### src/rtl/clint_icb_arb_pkg.sv
// -----------------------------------------------------------------------------
// clint_icb_arb_pkg
//   Shared constants for the CLINT ICB arbiter and its ID FIFO:
//   default ICB address/data widths and the master-ID encodings that are
//   carried through the outstanding-transaction FIFO.
// -----------------------------------------------------------------------------
package clint_icb_arb_pkg;

    localparam int MYRISCV_ADDRDW = 32;
    localparam int MYRISCV_XLEN   = 32;

    // Master IDs stored in the ID FIFO to steer each response back home.
    localparam logic CLINT_ARB_M0 = 1'b0;
    localparam logic CLINT_ARB_M1 = 1'b1;

endpackage

### src/rtl/icb_id_fifo.sv
// -----------------------------------------------------------------------------
// icb_id_fifo
//   Small synchronous FIFO that records which master issued each outstanding
//   ICB command. Depth 1 collapses to a register plus a valid bit; deeper
//   configurations (powers of two) use wrapping read/write pointers and a count.
//
// Ports
//   clk          in   clock
//   rst_n        in   asynchronous active-low reset (control state only)
//   push_i       in   write push_data_i (ignored when full)
//   push_data_i  in   WIDTH bits of data to enqueue
//   pop_i        in   drop the head entry (ignored when empty)
//   full_o       out  no free entries, derived purely from registered state
//   empty_o      out  no entries, derived purely from registered state
//   head_o       out  oldest entry
// -----------------------------------------------------------------------------
module icb_id_fifo #(
    parameter int DEPTH = 1,
    parameter int WIDTH = 1
) (
    input  logic             clk,
    input  logic             rst_n,
    input  logic             push_i,
    input  logic [WIDTH-1:0] push_data_i,
    input  logic             pop_i,
    output logic             full_o,
    output logic             empty_o,
    output logic [WIDTH-1:0] head_o
);

    generate
        if (DEPTH == 1) begin : g_single
            logic             vld_q;
            logic             vld_d;
            logic [WIDTH-1:0] data_q;

            // With one entry, push is only possible when empty, so push and
            // pop never coincide.
            always_comb begin
                vld_d = vld_q;
                if (push_i && !vld_q) begin
                    vld_d = 1'b1;
                end else if (pop_i && vld_q) begin
                    vld_d = 1'b0;
                end
            end

            always_ff @(posedge clk or negedge rst_n) begin
                if (!rst_n) begin
                    vld_q <= 1'b0;
                end else begin
                    vld_q <= vld_d;
                end
            end

            always_ff @(posedge clk) begin
                if (push_i && !vld_q) begin
                    data_q <= push_data_i;
                end
            end

            assign full_o  = vld_q;
            assign empty_o = ~vld_q;
            assign head_o  = data_q;
        end else begin : g_multi
            localparam int PW = $clog2(DEPTH);

            logic [WIDTH-1:0] mem_q [DEPTH];
            logic [PW-1:0]    wr_ptr_q, wr_ptr_d;
            logic [PW-1:0]    rd_ptr_q, rd_ptr_d;
            logic [PW:0]      count_q, count_d;
            logic             push_ok;
            logic             pop_ok;

            assign full_o  = (count_q == (PW+1)'(DEPTH));
            assign empty_o = (count_q == '0);
            assign push_ok = push_i & ~full_o;
            assign pop_ok  = pop_i & ~empty_o;
            assign head_o  = mem_q[rd_ptr_q];

            // Pointers are exactly log2(DEPTH) bits, so +1 wraps naturally.
            always_comb begin
                wr_ptr_d = wr_ptr_q;
                rd_ptr_d = rd_ptr_q;
                count_d  = count_q;
                if (push_ok) begin
                    wr_ptr_d = wr_ptr_q + 1'b1;
                end
                if (pop_ok) begin
                    rd_ptr_d = rd_ptr_q + 1'b1;
                end
                case ({push_ok, pop_ok})
                    2'b10:   count_d = count_q + 1'b1;
                    2'b01:   count_d = count_q - 1'b1;
                    default: count_d = count_q;
                endcase
            end

            always_ff @(posedge clk or negedge rst_n) begin
                if (!rst_n) begin
                    wr_ptr_q <= '0;
                    rd_ptr_q <= '0;
                    count_q  <= '0;
                end else begin
                    wr_ptr_q <= wr_ptr_d;
                    rd_ptr_q <= rd_ptr_d;
                    count_q  <= count_d;
                end
            end

            always_ff @(posedge clk) begin
                if (push_ok) begin
                    mem_q[wr_ptr_q] <= push_data_i;
                end
            end
        end
    endgenerate

endmodule

### src/rtl/clint_icb_arb.sv
// -----------------------------------------------------------------------------
// clint_icb_arb
//   Two-master ICB arbiter in front of the CLINT register port. Master 0 is
//   the core LSU, master 1 the debug/system bus. Commands are granted
//   round-robin and passed through combinationally; the issuing master ID is
//   queued so responses (also combinational) return to the right master.
//
// Ports
//   clk, rst              clock; asynchronous active-low reset
//   m0_icb_cmd_*          master 0 command (valid/ready/addr/read/wdata/wmask/size)
//   m0_icb_rsp_*          master 0 response (valid/ready/err/rdata)
//   m1_icb_cmd_*, m1_icb_rsp_*   same set for master 1
//   s_icb_cmd_*           command to clint; burst/beat/lock/excl tied to 0
//   s_icb_rsp_*           response from clint; excl_ok is unused
// -----------------------------------------------------------------------------
module clint_icb_arb
    import clint_icb_arb_pkg::*;
#(
    parameter int AW   = MYRISCV_ADDRDW,
    parameter int DW   = MYRISCV_XLEN,
    parameter int OSTD = 1
) (
    input  logic            clk,
    input  logic            rst,

    input  logic            m0_icb_cmd_valid,
    output logic            m0_icb_cmd_ready,
    input  logic [AW-1:0]   m0_icb_cmd_addr,
    input  logic            m0_icb_cmd_read,
    input  logic [DW-1:0]   m0_icb_cmd_wdata,
    input  logic [DW/8-1:0] m0_icb_cmd_wmask,
    input  logic [1:0]      m0_icb_cmd_size,
    output logic            m0_icb_rsp_valid,
    input  logic            m0_icb_rsp_ready,
    output logic            m0_icb_rsp_err,
    output logic [DW-1:0]   m0_icb_rsp_rdata,

    input  logic            m1_icb_cmd_valid,
    output logic            m1_icb_cmd_ready,
    input  logic [AW-1:0]   m1_icb_cmd_addr,
    input  logic            m1_icb_cmd_read,
    input  logic [DW-1:0]   m1_icb_cmd_wdata,
    input  logic [DW/8-1:0] m1_icb_cmd_wmask,
    input  logic [1:0]      m1_icb_cmd_size,
    output logic            m1_icb_rsp_valid,
    input  logic            m1_icb_rsp_ready,
    output logic            m1_icb_rsp_err,
    output logic [DW-1:0]   m1_icb_rsp_rdata,

    output logic            s_icb_cmd_valid,
    input  logic            s_icb_cmd_ready,
    output logic [AW-1:0]   s_icb_cmd_addr,
    output logic            s_icb_cmd_read,
    output logic [DW-1:0]   s_icb_cmd_wdata,
    output logic [DW/8-1:0] s_icb_cmd_wmask,
    output logic [1:0]      s_icb_cmd_size,
    output logic [1:0]      s_icb_cmd_burst,
    output logic [1:0]      s_icb_cmd_beat,
    output logic            s_icb_cmd_lock,
    output logic            s_icb_cmd_excl,
    input  logic            s_icb_rsp_valid,
    output logic            s_icb_rsp_ready,
    input  logic            s_icb_rsp_err,
    input  logic [DW-1:0]   s_icb_rsp_rdata,
    input  logic            s_icb_rsp_excl_ok
);

    logic last_gnt_q, last_gnt_d;
    logic hold_vld_q, hold_vld_d;
    logic hold_id_q,  hold_id_d;

    logic gnt_id;
    logic gnt_valid;
    logic cmd_fire;
    logic rsp_fire;
    logic head_rdy;

    logic fifo_full;
    logic fifo_empty;
    logic fifo_head;

    logic unused_excl_ok;
    assign unused_excl_ok = s_icb_rsp_excl_ok;

    // Grant selection: a pending (stalled) command keeps its grant so the
    // downstream sees stable valid/payload; otherwise round-robin on ties.
    always_comb begin
        gnt_id = CLINT_ARB_M0;
        if (hold_vld_q) begin
            gnt_id = hold_id_q;
        end else if (m0_icb_cmd_valid && m1_icb_cmd_valid) begin
            gnt_id = ~last_gnt_q;
        end else if (m1_icb_cmd_valid) begin
            gnt_id = CLINT_ARB_M1;
        end
    end

    assign gnt_valid = (gnt_id == CLINT_ARB_M1) ? m1_icb_cmd_valid : m0_icb_cmd_valid;

    // fifo_full comes from registers only, so a same-cycle pop cannot open
    // the command path (no rsp->cmd combinational loop).
    assign s_icb_cmd_valid  = gnt_valid & ~fifo_full;
    assign cmd_fire         = s_icb_cmd_valid & s_icb_cmd_ready;
    assign m0_icb_cmd_ready = gnt_valid & (gnt_id == CLINT_ARB_M0) & s_icb_cmd_ready & ~fifo_full;
    assign m1_icb_cmd_ready = gnt_valid & (gnt_id == CLINT_ARB_M1) & s_icb_cmd_ready & ~fifo_full;

    assign s_icb_cmd_addr  = (gnt_id == CLINT_ARB_M1) ? m1_icb_cmd_addr  : m0_icb_cmd_addr;
    assign s_icb_cmd_read  = (gnt_id == CLINT_ARB_M1) ? m1_icb_cmd_read  : m0_icb_cmd_read;
    assign s_icb_cmd_wdata = (gnt_id == CLINT_ARB_M1) ? m1_icb_cmd_wdata : m0_icb_cmd_wdata;
    assign s_icb_cmd_wmask = (gnt_id == CLINT_ARB_M1) ? m1_icb_cmd_wmask : m0_icb_cmd_wmask;
    assign s_icb_cmd_size  = (gnt_id == CLINT_ARB_M1) ? m1_icb_cmd_size  : m0_icb_cmd_size;
    assign s_icb_cmd_burst = 2'b00;
    assign s_icb_cmd_beat  = 2'b00;
    assign s_icb_cmd_lock  = 1'b0;
    assign s_icb_cmd_excl  = 1'b0;

    // Response steering by FIFO head; a response with nothing outstanding is
    // neither accepted nor forwarded.
    assign head_rdy         = (fifo_head == CLINT_ARB_M1) ? m1_icb_rsp_ready : m0_icb_rsp_ready;
    assign s_icb_rsp_ready  = head_rdy & ~fifo_empty;
    assign rsp_fire         = s_icb_rsp_valid & s_icb_rsp_ready;
    assign m0_icb_rsp_valid = s_icb_rsp_valid & ~fifo_empty & (fifo_head == CLINT_ARB_M0);
    assign m1_icb_rsp_valid = s_icb_rsp_valid & ~fifo_empty & (fifo_head == CLINT_ARB_M1);
    assign m0_icb_rsp_err   = s_icb_rsp_err;
    assign m1_icb_rsp_err   = s_icb_rsp_err;
    assign m0_icb_rsp_rdata = s_icb_rsp_rdata;
    assign m1_icb_rsp_rdata = s_icb_rsp_rdata;

    always_comb begin
        last_gnt_d = last_gnt_q;
        hold_vld_d = hold_vld_q;
        hold_id_d  = hold_id_q;
        if (cmd_fire) begin
            last_gnt_d = gnt_id;
            hold_vld_d = 1'b0;
        end else if (s_icb_cmd_valid) begin
            hold_vld_d = 1'b1;
            hold_id_d  = gnt_id;
        end
    end

    // last_gnt resets to M1 so master 0 wins the first tie.
    always_ff @(posedge clk or negedge rst) begin
        if (!rst) begin
            last_gnt_q <= CLINT_ARB_M1;
            hold_vld_q <= 1'b0;
            hold_id_q  <= CLINT_ARB_M0;
        end else begin
            last_gnt_q <= last_gnt_d;
            hold_vld_q <= hold_vld_d;
            hold_id_q  <= hold_id_d;
        end
    end

    icb_id_fifo #(
        .DEPTH (OSTD),
        .WIDTH (1)
    ) u_id_fifo (
        .clk         (clk),
        .rst_n       (rst),
        .push_i      (cmd_fire),
        .push_data_i (gnt_id),
        .pop_i       (rsp_fire),
        .full_o      (fifo_full),
        .empty_o     (fifo_empty),
        .head_o      (fifo_head)
    );

    // Protocol check: clint must never respond with nothing outstanding.
    always_ff @(posedge clk) begin
        if (rst && s_icb_rsp_valid) begin
            assert (!fifo_empty)
                else $warning("clint_icb_arb: response with no outstanding command");
        end
    end

endmodule
### config.mk
export PLATFORM = sky130hd
export DESIGN_NAME = clint_icb_arb
export DESIGN_NICKNAME = d
export VERILOG_FILES = /design/src/rtl/clint_icb_arb_pkg.sv /design/src/rtl/icb_id_fifo.sv /design/src/rtl/clint_icb_arb.sv
export SDC_FILE = /design/constraint.sdc
export NUM_CORES = 1
export LEC_CHECK = 0
export CORE_AREA = 3 3 130 132
export CTS_CLUSTER_SIZE = 24
export DETAILED_ROUTE_END_ITERATION = 8
export DIE_AREA = 0 0 133 135
export GPL_ROUTABILITY_DRIVEN = 0
export SYNTH_ARGS = -nofsm -noshare
export SYNTH_HDL_FRONTEND = slang
export SYNTH_SLANG_ARGS = --single-unit
### constraint.sdc
create_clock -name clk -period 2.5 [get_ports clk]
set_clock_uncertainty 0.1 [all_clocks]
set_input_delay 0.375 -clock clk [delete_from_list [all_inputs] [get_ports clk]]
set_output_delay 0.375 -clock clk [all_outputs]
set_load 0.02 [all_outputs]
## After elaboration in Yosys (flattened, before gate mapping)

Index checks and enable logic that the tools add are counted.

- Bitwise gates (word level): 18
- Reduce and logical (&&, ||, !) cells: 7
- Multiplexer cells: 14

Operator list:

| operator | count |
|---|---|
| 2-to-1 mux 32 bit | 2 |
| bitwise AND 1 bit | 13 |
| 2-to-1 mux 1 bit | 10 |
| inverter 1 bit | 5 |
| 2-to-1 mux 4 bit | 1 |
| nonzero test 2 bit | 2 |
| logical AND 1 bit | 3 |
| 2-to-1 mux 2 bit | 1 |
| AND reduction 2 bit | 1 |
| zero test 1 bit | 1 |

- Logic and storage cells: 44
- Flip-flop bits (word level): 5
- Input port bits: 184
- Output and inout port bits: 149

## Logic depth before layout (Yosys ltp)

Gate-level depths: netlist of the first run.

- Word-level depth: 8
- Depth in mapped cells: 4
- Mapped depth without buffers: 4

## By module

Synthesis of the first run repeated with hierarchy kept, for this count alone.

- Cells, all modules: 181
- Area total of the unflattened synthesis: 1,751.7 µm²

Modules (own cells, without submodules):

| module | cells an instance | area each (µm²) | times used |
|---|---|---|---|
| clint_icb_arb | 176 | 1,676.6 | 1 |
| icb_id_fifo | 5 | 75.1 | 1 |

## Worst setup path after synthesis of the first run

Ideal clock, no wire load.

- Path type: register -> output
- Start point: register last_gnt_q
- End point: output s_icb_cmd_addr[0]
- Path slack: 539 ps
- Stages on the path, launching flop included: 5
- Path buffers: 1
- Required time: 2,025 ps
- Data arrival time: 1,486 ps
- Cell sequence: dfstp_2 > nand2_1 > a22oi_4 > buf_6 > mux2_2

- Word-level cells in the longest chain between the ends: 4

RTL lines:

| element | RTL line | RTL |
|---|---|---|
| start: declaration | clint_icb_arb.sv:68 | `logic last_gnt_q, last_gnt_d;` |
| start signal: assignment | clint_icb_arb.sv:149 | `last_gnt_q <= last_gnt_d;` |
| inverter 1 bit | clint_icb_arb.sv:92 | `gnt_id = ~last_gnt_q;` |
| 2-to-1 mux 1 bit | clint_icb_arb.sv:91 | `end else if (m0_icb_cmd_valid && m1_icb_cmd_valid) begin` |
| 2-to-1 mux 1 bit | clint_icb_arb.sv:89 | `if (hold_vld_q) begin` |
| 2-to-1 mux 32 bit | clint_icb_arb.sv:107 | `assign s_icb_cmd_addr = (gnt_id == CLINT_ARB_M1) ? m1_icb_cmd_addr : m0_icb_cmd_addr;` |
| end: declaration | clint_icb_arb.sv:52 | `output logic [AW-1:0] s_icb_cmd_addr,` |

No other way between the ends.

## Worst setup path in the final report of the first run

- Start point: register last_gnt_q
- End point: output s_icb_cmd_addr[1]

Same word-level chain as after synthesis.

==> impl.org, run 1 <==
** Floorplan
- Top-level I/O count :: 333
- After floorplanning, the core was sized to cover 0.0158 mm^2.
- The initialized floorplan defines 46 standard-cell rows.
- Effective utilization at floorplan :: 11.0%
- Floorplan die area :: 0.0180 mm^2
- The die is 133 um wide.
- The die is 135 um tall.

** Cells and area
- Share of post-route cells with drive strength above 1 :: 47.7%
- Sequential cell area in the final layout :: 131 um^2
- Net total in the final layout :: around 540
- Post-route standard cell area excluding fillers :: 0.00365 mm^2
- 0 antenna diodes ended up in the layout.
- Footprint of the multi-input gates :: roughly 0.001 mm^2
- Layout Utilization :: 23.0%
- Filler Cell Count :: 1729
- The finished layout holds around 570 standard cells, fillers aside.
- Relative to the synthesized area, the layout overhead comes to 109%.

** Synth
- In the synthesized netlist the dominant register cell turns out to be sky130_fd_sc_hd__dfrtp_1.
- Of all cell types, the one taking the most synthesized area is sky130_fd_sc_hd__mux2_2.
- The netlist uses 23 different library cells.
- Warning count from the yosys run :: 0
- Most frequent cells after synthesis :: sky130_fd_sc_hd__buf_4 (72), sky130_fd_sc_hd__mux2_2 (72), sky130_fd_sc_hd__buf_6 (7)
- Summing the sequential cell areas from Yosys gives between 7 and 8% of the chip area.
- Yosys attributes the largest share of cell area to sky130_fd_sc_hd__mux2_2 (46%), sky130_fd_sc_hd__buf_4 (31%), sky130_fd_sc_hd__buf_6 (4.5%).
- Counting flops with a built-in enable in the synthesized netlist gives 1.
- Top-area cell type share of the netlist area :: a little under half
- In this run the mean area of a mapped cell was 9.70 um^2.
- Synth async-reset ratio :: 80.0%
- Synth Register Bits :: 5
- Summing every instance area after synthesis gives about 0.0017 mm^2.
- Counting every instance in the synthesized netlist gives 180.

** Routing
- Drt total wl :: 8.65 mm
- Highest layer used for signal routing :: met4
- Sum of met3 wire segment lengths after detailed routing :: around 930 um
- In the final routed layout, each cell accounts on average for roughly 15 um.
- After the first detailed-routing iteration, the DRC count stood at 32.
- After detailed routing, the wire length on met1 is 3.10 mm.
- Using the TritonRoute via totals, the vias-per-cell ratio works out to 3.33.
- Detailed routing placed a total of 4.44 mm of wire on met2.
- The detailed router placed 1892 vias in this run.
- In this run the remaining antenna-violating nets after routing total 0.
- Number of detailed-routing iterations run before antenna repair :: 3
- After detailed routing, the number of remaining DRC violations is 0.

** Clock network
- TritonCTS created 3 clock buffers.
- CTS built an H-tree with a depth of 1.
- CTS clock-pin slew for the worst setup and hold paths :: 0.03 ns
- Maximum root-to-sink buffer count :: 2
- Clock sink count :: 5
- Clock insertion delay at the later pin of the skew report :: 0.23 ns
- CTS placed an instance of sky130_fd_sc_hd__clkbuf_16 at the clock tree root.
- TritonCTS built the clock tree.
- Hold repair after CTS inserted 0 buffers.

** Power and ir drop
- Summed over all nets, the switching power comes to 1.42 mW.
- Combinational logic burns 86.2% of the power.
- Part of the power in the clock network :: 8.3%
- In this run the static leakage power is 1.54 nW.
- Cell Int Power :: 1.72 mW
- Switching share of power :: between 40% and 50%
- For this design the ratio of total power to cell area is ~860 mW/mm^2.
- The design draws 3.14 mW.
- Registers are responsible for 5.4% of the overall power.
- The worst-case IR drop observed on VDD is 0.000344 V.

** Worst setup path
- In this run the critical register-to-register path is launched from last_gnt_q.
- Across all register-to-register paths, the minimum setup slack is ~0.71 ns.
- Critical path data required time :: 2.03 ns
- The worst setup path is captured at an output pin.
- Crit path arrival time :: 1.91 ns
- Critical Path Fanout Max :: 8
- Startpoint Class :: flip-flop
- The critical path in this run is classified as reg -> out.
- In this run the worst setup path begins at last_gnt_q.

** Timing
- Final hold vios :: 0
- Across all setup checks in the final design, the least slack found is ~0.11 ns.
- For this run, the top clock speed supported by timing is 419 MHz.
- Unrepaired setup endpoints after global routing :: no
- Number of pins with negative max-slew slack in the final report :: 0
- For the finished layout, the period the worst path requires is 2.39 ns.
- Portion of the clock cycle consumed by the worst path in the final layout :: 95.5%
- Count of endpoints failing setup in the final report :: 0

** Placed design
- Port buffering added 226 buffers.
- The number of placed instances, taps included, is 556.
- After detailed placement, the total cell area comes to 0.00376 mm^2.
- Minimum setup slack after placement :: -0.345 ns
- The wire-length estimate of the detail-placed layout is 6.70 mm.

** Global routing
- The first global-routing pass estimated 11.1 mm of wire.
- Number of antenna violations at the first check in global routing :: 0
- The total overflow left after global routing is 0.
- Global routing used approximately 7.6% of the available tracks.
- Entering global routing, the biggest net connects 41 pins.
- Vias in the first global route :: 2053

** Status
- Status :: completed

** Min path
- The path class of the tightest hold or removal check is in -> async.

** Job
- Across the run, the number of max-cap violations was 0.
flip-flops by register name, summed over array words and instances (netlist names):
signal and flops:
u_id_fifo.full_o 1, last_gnt_q 1, hold_vld_q 1, u_id_fifo.head_o 1
hold_id_q 1
cell type report:
cell class / count / share of cell area, %
tap: 216 / 7.41
multi-input combinational: 98 / 27.7
timing repair buffer: 242 / 58.8
inverter: 3 / 0.309
sequential: 5 / 3.60
clock buffer: 4 / 2.16
logic make-up after synthesis:
family | share of synthesized area (%)
other cells | 0.215
compound gates | 4.88
flops | 7.53
simple gates | 3.37
buf+inv | 36.1
mux | 47.9
repair_timing:
item	CTS	global route
setup buffers	0	3
pin swaps	0	1
setup endpoints to repair	74	43
cloned	0	5
resized for setup	284	9
worst paths after layout:
| kind | endpoint | depth (start not counted) |
|---|---|---|
| worst max-delay path | s_icb_cmd_addr[1] | 6 |
| worst min-delay path | u_id_fifo.full_o | 1 |
| worst max register to register | hold_id_q | 7 |
| worst min register to register | last_gnt_q | 1 |
| max in group asynchronous | last_gnt_q | 1 |
| min in group clk | last_gnt_q | 1 |
worst max-delay path, cell delays in order (launching register included):
cell and delay (ns):
sky130_fd_sc_hd__dfstp_2 0.53, sky130_fd_sc_hd__nand2_2 0.07, sky130_fd_sc_hd__a22oi_4 0.21, sky130_fd_sc_hd__buf_6 0.19
sky130_fd_sc_hd__clkbuf_16 0.17, sky130_fd_sc_hd__mux2_2 0.34, sky130_fd_sc_hd__buf_2 0.16
per-layer routing:
| layer | vias up | GRT usage, % |
|---|---|---|
| met5 | - | 0 |
| met4 | 0 | 2.48 |
| met3 | 27 | 2.83 |
| met2 | 156 | 13.8 |
| met1 | 822 | 8.12 |
| li1 | 887 | - |
cell usage in the layout, fill, tap and decap left out:
| master | instances |
|---|---|
| sky130_fd_sc_hd__clkdlybuf4s50_1 | 150 |
| sky130_fd_sc_hd__mux2_2 | 72 |
| sky130_fd_sc_hd__buf_2 | 69 |
| sky130_fd_sc_hd__buf_4 | 8 |
| sky130_fd_sc_hd__clkbuf_16 | 7 |
| sky130_fd_sc_hd__conb_1 | 6 |
| sky130_fd_sc_hd__nor2_1 | 5 |
| sky130_fd_sc_hd__inv_1 | 3 |
| sky130_fd_sc_hd__dfrtp_1 | 3 |
| sky130_fd_sc_hd__dlygate4sd2_1 | 3 |
| sky130_fd_sc_hd__dlymetal6s2s_1 | 2 |
| sky130_fd_sc_hd__buf_12 | 2 |
| sky130_fd_sc_hd__buf_6 | 2 |
| sky130_fd_sc_hd__nor2b_4 | 1 |
| sky130_fd_sc_hd__nand2_2 | 1 |
| sky130_fd_sc_hd__a22oi_4 | 1 |
| sky130_fd_sc_hd__a21boi_0 | 1 |
| sky130_fd_sc_hd__or3b_4 | 1 |
| sky130_fd_sc_hd__o2111ai_4 | 1 |
| sky130_fd_sc_hd__mux2i_1 | 1 |
| sky130_fd_sc_hd__nand2_1 | 1 |
| sky130_fd_sc_hd__and3_1 | 1 |
| sky130_fd_sc_hd__o211a_1 | 1 |
| sky130_fd_sc_hd__o211ai_1 | 1 |
| sky130_fd_sc_hd__o21a_1 | 1 |
| sky130_fd_sc_hd__nor2b_1 | 1 |
| sky130_fd_sc_hd__o21ai_0 | 1 |
| sky130_fd_sc_hd__mux2_4 | 1 |
| sky130_fd_sc_hd__clkbuf_1 | 1 |
| sky130_fd_sc_hd__buf_8 | 1 |
| sky130_fd_sc_hd__dfstp_2 | 1 |
| sky130_fd_sc_hd__clkdlybuf4s15_1 | 1 |
| sky130_fd_sc_hd__edfxtp_1 | 1 |
power by group through the flow:
stage               combinational (mW)  sequential, mW  clock, mW
finish                            2.71           0.171      0.262
global route                      2.88           0.179      0.270
CTS                               2.37           0.168      0.267
detailed placement                2.75           0.168          0
global placement                  2.74           0.167          0
floorplan                         1.76           0.159          0
metrics by stage:
step / setup TNS [ns] / hold WS (ns)
floorplan: 0 / -0.0206
global placement: -22.31 / 0.488
detailed placement: -22.46 / 0.496
CTS: -0.135 / 0.257
global route: 0 / 0.259
finish: 0 / 0.253
(Power assumes the default switching activity.)
==> run 2: changes to the inputs <==
- SKIP_CTS_REPAIR_TIMING: not set -> 1
==> run 2 against run 1 <==
Flip-flop and latch count unchanged. Core utilization grew 2.9 points. Die area did not move. Largest power group unchanged.
==> impl.org, run 2 (synthesis results as in run 1) <==
** Cells and area
- Leading cell types in the layout, fill and taps excluded :: sky130_fd_sc_hd__clkdlybuf4s50_1 (151), sky130_fd_sc_hd__mux2_2 (71), sky130_fd_sc_hd__dlymetal6s2s_1 (58), sky130_fd_sc_hd__clkbuf_2 (15), sky130_fd_sc_hd__buf_4 (10)
- The layout filler cell count was 1681 (-2.8%).
- The footprint of the flip-flops and latches was 131 um^2 (unchanged).
- Relative to the synthesized area, the layout overhead comes to 135%.
- The area of the multi-input gates came to 0.00101 mm^2 (+0.37%).
- Net total in the final layout :: 539 (+0.37%)
- The ratio of cells with drive above 1 in the final layout was 33.1% (-15 points).
- The library cell used most frequently in the layout, excluding fill and tap cells, is sky130_fd_sc_hd__clkdlybuf4s50_1.
- The final instance area came to 0.00411 mm^2 (+13%).
- The final cell count without fillers is 570 (+0.35%).
- The number of inserted diodes is 0 (unchanged).

** Power and ir drop
- The power density relative to cell area came to 849 mW/mm^2 (-1.4%).
- The maximum VDD drop was 0.000389 V (+13%).
- The standby leakage power was 2.09 nW (+36%).

** Floorplan
- Number of rows created at floorplan :: 46 (unchanged)
- Die W :: 133 um (unchanged)
- Top-level I/O count :: 333 (unchanged)
- Core area :: 0.0158 mm^2 (unchanged)
- Die Ht :: 135 um (unchanged)
- Floorplan die area :: 0.0180 mm^2 (unchanged)
- The effective utilization at floorplan came to 11.0% (unchanged).

** Timing
- The count of pins over their slew limit was 0 (unchanged).
- The highest achievable clock rate is 406 MHz (-3.0%).
- The worst hold slack was 0.251 ns (-0.00142 ns).
- Post-route setup slack :: 0.0385 ns (-0.0744 ns)
- The final hold violation count is 0 (unchanged).
- The final period utilization is 98.5% (+3.0 points).
- The final setup violation count is 0 (unchanged).
- The minimum clock period after layout came to 2.46 ns (+0.0744 ns).
- The summed negative setup slack over all endpoints is 0 ns (unchanged).

** Routing
- The routed via count is 1921 (+1.5%).
- The routed wire length was 8.85 mm (+2.3%).
- Iteration-0 DRC count of the detailed router :: 16 (-50%)
- The total iterations of the first detailed-routing run came to 4 (+1).
- The average routed wire per standard cell is 15.5 um (+1.9%).
- The via density per instance was 3.37 (+1.2%).
- The remaining antenna violation count is 0 (unchanged).
- Post-route DRC :: 0 (unchanged)

** Clock network
- The cell sitting at the root of the clock tree is a sky130_fd_sc_hd__clkbuf_16.
- Clock insertion delay at the later pin of the skew report :: 0.23 ns (about the same)
- The buffer levels on the longest clock path came to 2 (unchanged).
- TritonCTS clock tree :: built
- Clock sink count :: 5 (unchanged)
- The post-CTS clock slew at the launch and capture registers of the worst setup and hold paths came to 0.03 ns (about the same).
- The count of H-tree levels built during CTS was 1 (unchanged).
- The total CTS buffers is 3 (unchanged).

** Global routing
- The total overflow reported by the global router was 0 (unchanged).
- The via count of the first global-routing pass is 2053 (unchanged).
- The number of antenna violations at the first check in global routing is 0 (unchanged).
- GRT Overall Usage :: 7.61% (+0.031 points)
- The global-route wire length before repair is 11.1 mm (+0.31%).
- Pin count of the biggest net entering global routing :: 41 (unchanged)

** Worst setup path
- Crit path kind :: reg -> out
- Cell breakdown of the critical path :: nand2_2, a22oi_4, buf_12, buf_4, clkbuf_16, mux2_2, dlymetal6s2s_1
- The peak fanout along the critical path came to 20 (+12).
- The number of stages on the worst setup path was 7 (+1).
- Buffers plus inverters on the worst setup path :: 4 (+1)
- Number of cells on the worst reg-to-reg path :: 7 (unchanged)
- STA classifies the critical path endpoint as an output pin.
- The biggest cell delay along the critical path is 0.53 ns (about the same).
- Crit path arrival time :: 1.99 ns (+0.08 ns)
- The required time reported for the critical path endpoint is 2.03 ns (about the same).
- The slowest stage of the critical path belongs to the cell sky130_fd_sc_hd__dfstp_2.
- The worst setup path is launched from a flip-flop.
- The cell family contributing the most delay on the critical path is buffers and inverters.

** Placed design
- The cell total after placement was 556 (unchanged).
- Cell Area, Placed :: 0.00376 mm^2 (unchanged)
- The placed wire-length estimate was 6.70 mm (unchanged).
- The worst setup timing slack at the placement stage was -0.345 ns (unchanged).
- Port-buffer cells :: 226 (unchanged)

** Job
- The number of max-cap violations came to 0 (unchanged).

** Min path
- The min-delay analysis places its worst path in the category in -> async.

** Status
- The flow ran to the end, and the final reports show no timing, DRC or antenna violations.
==> run 2: cell types whose count changed in the layout (fill, tap and decap cells not counted), moves of 2 or more <==
cell,before,now
sky130_fd_sc_hd__buf_2,69,0
sky130_fd_sc_hd__dlymetal6s2s_1,2,58
sky130_fd_sc_hd__dlygate4sd2_1,3,0
sky130_fd_sc_hd__buf_8,1,3
sky130_fd_sc_hd__clkbuf_2,0,15
sky130_fd_sc_hd__buf_4,8,10
sky130_fd_sc_hd__buf_6,2,0
==> run 2: cell type report <==
| class | instances | area share, % |
|---|---|---|
| clock buffers | 4 | 1.92 |
| inverters | 3 | 0.274 |
| multi-input cells | 98 | 24.7 |
| flip-flops and latches | 5 | 3.20 |
| well taps | 216 | 6.58 |
| repair buffers | 244 | 63.3 |
==> run 2: through the flow <==
stage | power [mW] | utilization [%]
floorplan | 1.92 | -
global placement | 2.91 | 23.8
detailed placement | 2.92 | 23.8
CTS | 3.20 | 24.3
global route | 3.67 | 25.9
finish | 3.49 | 25.9
==> run 2: worst paths after layout <==
path	to	from	slack [ns]
hold reg to reg	last_gnt_q	last_gnt_q	0.53
min in group clk	last_gnt_q	last_gnt_q	0.53
setup / recovery	s_icb_cmd_wdata[1]	last_gnt_q	0.04
setup reg to reg	hold_id_q	last_gnt_q	0.75
hold / removal	u_id_fifo.full_o	rst	0.25
max in group asynchronous	last_gnt_q	rst	1.81
==> run 2: layer usage <==
layer | global-route usage [%] | part of all wire [%]
met5 | 0 | 0
met4 | 2.54 | 2.1
met3 | 3.09 | 11
met2 | 13.7 | 52
met1 | 8.05 | 35
==> run 2: power by group <==
group,internal (mW),switching [mW]
clock,0.211,0.0506
sequential,0.128,0.0459
combinational,1.70,1.35
total,2.04,1.45
==> run 2: worst register-to-register path: cells and delay by family, from the launching register on <==
| family | cells | cell delay (ns) |
|---|---|---|
| AO/OA/AOI/OAI | 1 | 0.14 |
| buffers and inverters | 4 | 0.54 |
| AND/OR/NAND/NOR | 1 | 0.07 |
| flip-flops | 1 | 0.53 |
| multiplexers | 1 | 0.25 |
==> run 3: changes to the inputs <==
- PLACE_DENSITY_LB_ADDON: not set -> 0.05
==> run 3 against run 2 <==
Critical path depth shrank 1. Largest cell class unchanged. Largest power group unchanged. Global-route usage increased by 0.21 points. Final cell count fell by 0.35%. Worst setup slack improved by 0.040 ns. Total power is 2.3% lower. Critical endpoint is now s_icb_cmd_addr[9].
==> impl.org, run 3 (synthesis results as in run 1) <==
** Timing
- The highest achievable clock rate was 413 MHz (+1.6%).
- The final setup slack of the worst path was 0.0780 ns (+0.0396 ns).
- Sum Neg Setup Slack :: 0 ns (unchanged)
- The final period utilization was 96.9% (-1.6 points).
- Count of endpoints failing setup in the final report :: 0 (unchanged)
- Final hold vios :: 0 (unchanged)
- The minimum clock period after layout came to 2.42 ns (-0.0396 ns).
- Number of pins with negative max-slew slack in the final report :: 0 (unchanged)

** Global routing
- Busiest layer in global routing :: met2
- The routing usage on met2 is 15.9% (+2.1 points).
- The total overflow reported by the global router is 0 (unchanged).
- Vias in the first global route :: 2035 (-0.88%)
- The number of antenna violations at the first check in global routing came to 0 (unchanged).
- The pin count of the biggest net entering global routing is 39 (-4.9%).
- GR met1 Demand/Resource :: 7.08% (-0.97 points)
- GR Util met3 :: 3.87% (+0.78 points)
- The global-route wire length before repair is 11.4 mm (+2.1%).
- The global-route total usage across every layer came to 7.83% (+0.21 points).

** Routing
- Overall via count from detail_route :: 1921 (unchanged)
- Via density :: 3.38 (+0.35%)
- The average routed wire per standard cell was 15.1 um (-2.6%).
- Post-DRT Antenna Nets :: 0 (unchanged)
- Post-route DRC :: 0 (unchanged)
- The total iterations of the first detailed-routing run was 4 (unchanged).
- The detailed router's first-iteration violation count came to 18 (+2).
- Drt total wl :: 8.59 mm (-2.9%)

** Worst setup path
- The worst endpoint data arrival time came to 1.95 ns (-0.04 ns).
- The register-to-register path setup slack is 0.68 ns (-0.07 ns).
- The required time reported for the critical path endpoint came to 2.03 ns (about the same).
- Number of cells on the worst reg-to-reg path :: 7 (unchanged)
- The largest individual stage delay along the critical path comes from the cell sky130_fd_sc_hd__dfstp_2.
- STA classifies the critical path startpoint as a flip-flop.
- The peak fanout along the critical path was 9 (-55%).
- Biggest cell delay along the critical path :: 0.54 ns (about the same)
- The critical path is of the reg -> out type.
- Capturing point of the worst reg2reg path :: hold_id_q
- CP Capture Type :: output pin
- The startpoint identified for the worst register-to-register timing path is last_gnt_q.
- Walking the worst path, the cells encountered are nand2_2, a22oi_4, buf_8, clkbuf_16, mux2_2, dlymetal6s2s_1.

** Clock network
- CTS clock-pin slew for the worst setup and hold paths :: 0.03 ns (about the same)
- The latest clock arrival within the worst-skew pair was 0.23 ns (about the same).
- Number of CTS-inserted buffers :: 3 (unchanged)
- The total number of clock tree sinks was 5 (unchanged).
- In this run the clock root is driven by a sky130_fd_sc_hd__clkbuf_16.
- H-tree depth :: 1 (unchanged)
- TritonCTS built the clock tree.
- The buffer levels on the longest clock path is 2 (unchanged).

** Cells and area
- The final cell count without fillers was 568 (-0.35%).
- The final instance area is 0.00417 mm^2 (+1.6%).
- Leaving out fill and tap cells, the most frequent cell in the layout is sky130_fd_sc_hd__clkdlybuf4s50_1.
- Relative to the synthesized area, the layout overhead comes to 139%.
- Net total in the final layout :: 537 (-0.37%)
- The area of the multi-input gates was 0.00101 mm^2 (-0.37%).
- Antenna Cells :: 0 (unchanged)
- The footprint of the flip-flops and latches was 131 um^2 (unchanged).
- Leading cell types in the layout, fill and taps excluded :: sky130_fd_sc_hd__clkdlybuf4s50_1 (151), sky130_fd_sc_hd__dlymetal6s2s_1 (73), sky130_fd_sc_hd__mux2_2 (72), sky130_fd_sc_hd__buf_4 (9), sky130_fd_sc_hd__clkbuf_16 (7)
- The layout filler cell count is 1682 (+0.059%).
- Share of post-route cells with drive strength above 1 :: 28.4% (-4.6 points)

** Floorplan
- Die W :: 133 um (unchanged)
- The effective utilization at floorplan was 11.0% (unchanged).
- The number of top-level design ports came to 333 (unchanged).
- The die area came to 0.0180 mm^2 (unchanged).
- The die outline height came to 135 um (unchanged).
- Number of rows created at floorplan :: 46 (unchanged)
- The core footprint is 0.0158 mm^2 (unchanged).

** Placed design
- The number of port buffers is 226 (unchanged).
- The placed wire-length estimate is 6.98 mm (+4.2%).
- The cell total after placement was 556 (unchanged).
- Cell Area, Placed :: 0.00376 mm^2 (unchanged)
- The worst setup timing slack at the placement stage came to -0.375 ns (-0.0308 ns).

** Job
- Max-cap check violation count :: 0 (unchanged)

** Power and ir drop
- Max IR drop VDD :: 0.000270 V (-31%)
- Power density over the cells :: 816 mW/mm^2 (-3.9%)
- Total Power :: 3.41 mW (-2.3%)
- The standby leakage power came to 2.19 nW (+5.2%).

** Min path
- The tightest min-delay check is of the in -> async type.

** Status
- The run finished with clean final reports.
-- run 3: cell types whose count changed in the layout (fill, tap and decap cells not counted), sizes merged --
cell          delta
clkbuf          -15
dlymetal6s2s    +15
buf              -2
-- run 3: power breakdown --
| group | internal (mW) | leakage [nW] | switching, mW |
|---|---|---|---|
| registers | 0.128 | 0.0555 | 0.0460 |
| clock network | 0.211 | 0.0382 | 0.0507 |
| logic | 1.68 | 2.10 | 1.29 |
-- run 3: worst max path at each step --
stage	from	end	slack, ns	depth (start not counted)
2_1_floorplan	last_gnt_q	s_icb_cmd_addr[0]	0.54	4
3_3_place_gp	m0_icb_cmd_valid	s_icb_cmd_wdata[3]	-0.39	6
3_5_place_dp	m0_icb_cmd_valid	s_icb_cmd_wdata[3]	-0.38	6
4_1_cts	m0_icb_cmd_valid	s_icb_cmd_wdata[3]	-0.38	6
5_1_grt	last_gnt_q	s_icb_cmd_addr[9]	-0.006	6
6_report	last_gnt_q	s_icb_cmd_addr[9]	0.08	6
-- run 3: final cells by class --
cell class,count,area share (%)
clock buffer,4,1.89
tap,216,6.48
inverter,3,0.270
multi-input combinational,98,24.2
sequential,5,3.15
timing repair buffer,242,64.0
-- run 3: routing by layer --
metal	vias to the layer above	wire length, um	part of all wire (%)
met4	0	30	0.35
met2	166	4900	57
met5	-	0	0
met1	856	2620	31
met3	9	1030	12
li1	890	-	-
-- run 3: worst max-delay path: cells and delay by family (launching register included) --
| family | cells | cell delay, ns |
|---|---|---|
| DFF | 1 | 0.54 |
| muxes | 1 | 0.35 |
| buffers and inverters | 3 | 0.58 |
| and+or+nand+nor | 1 | 0.07 |
| AOI/OAI and AO/OA | 1 | 0.19 |
-- run 3: per-stage QoR --
step / util (%) / hold slack (ns)
finish: 26.4 / 0.261
global route: 26.4 / 0.279
CTS: 24.3 / 0.264
detailed placement: 23.8 / 0.500
global placement: 23.8 / 0.505
floorplan: - / -0.0206
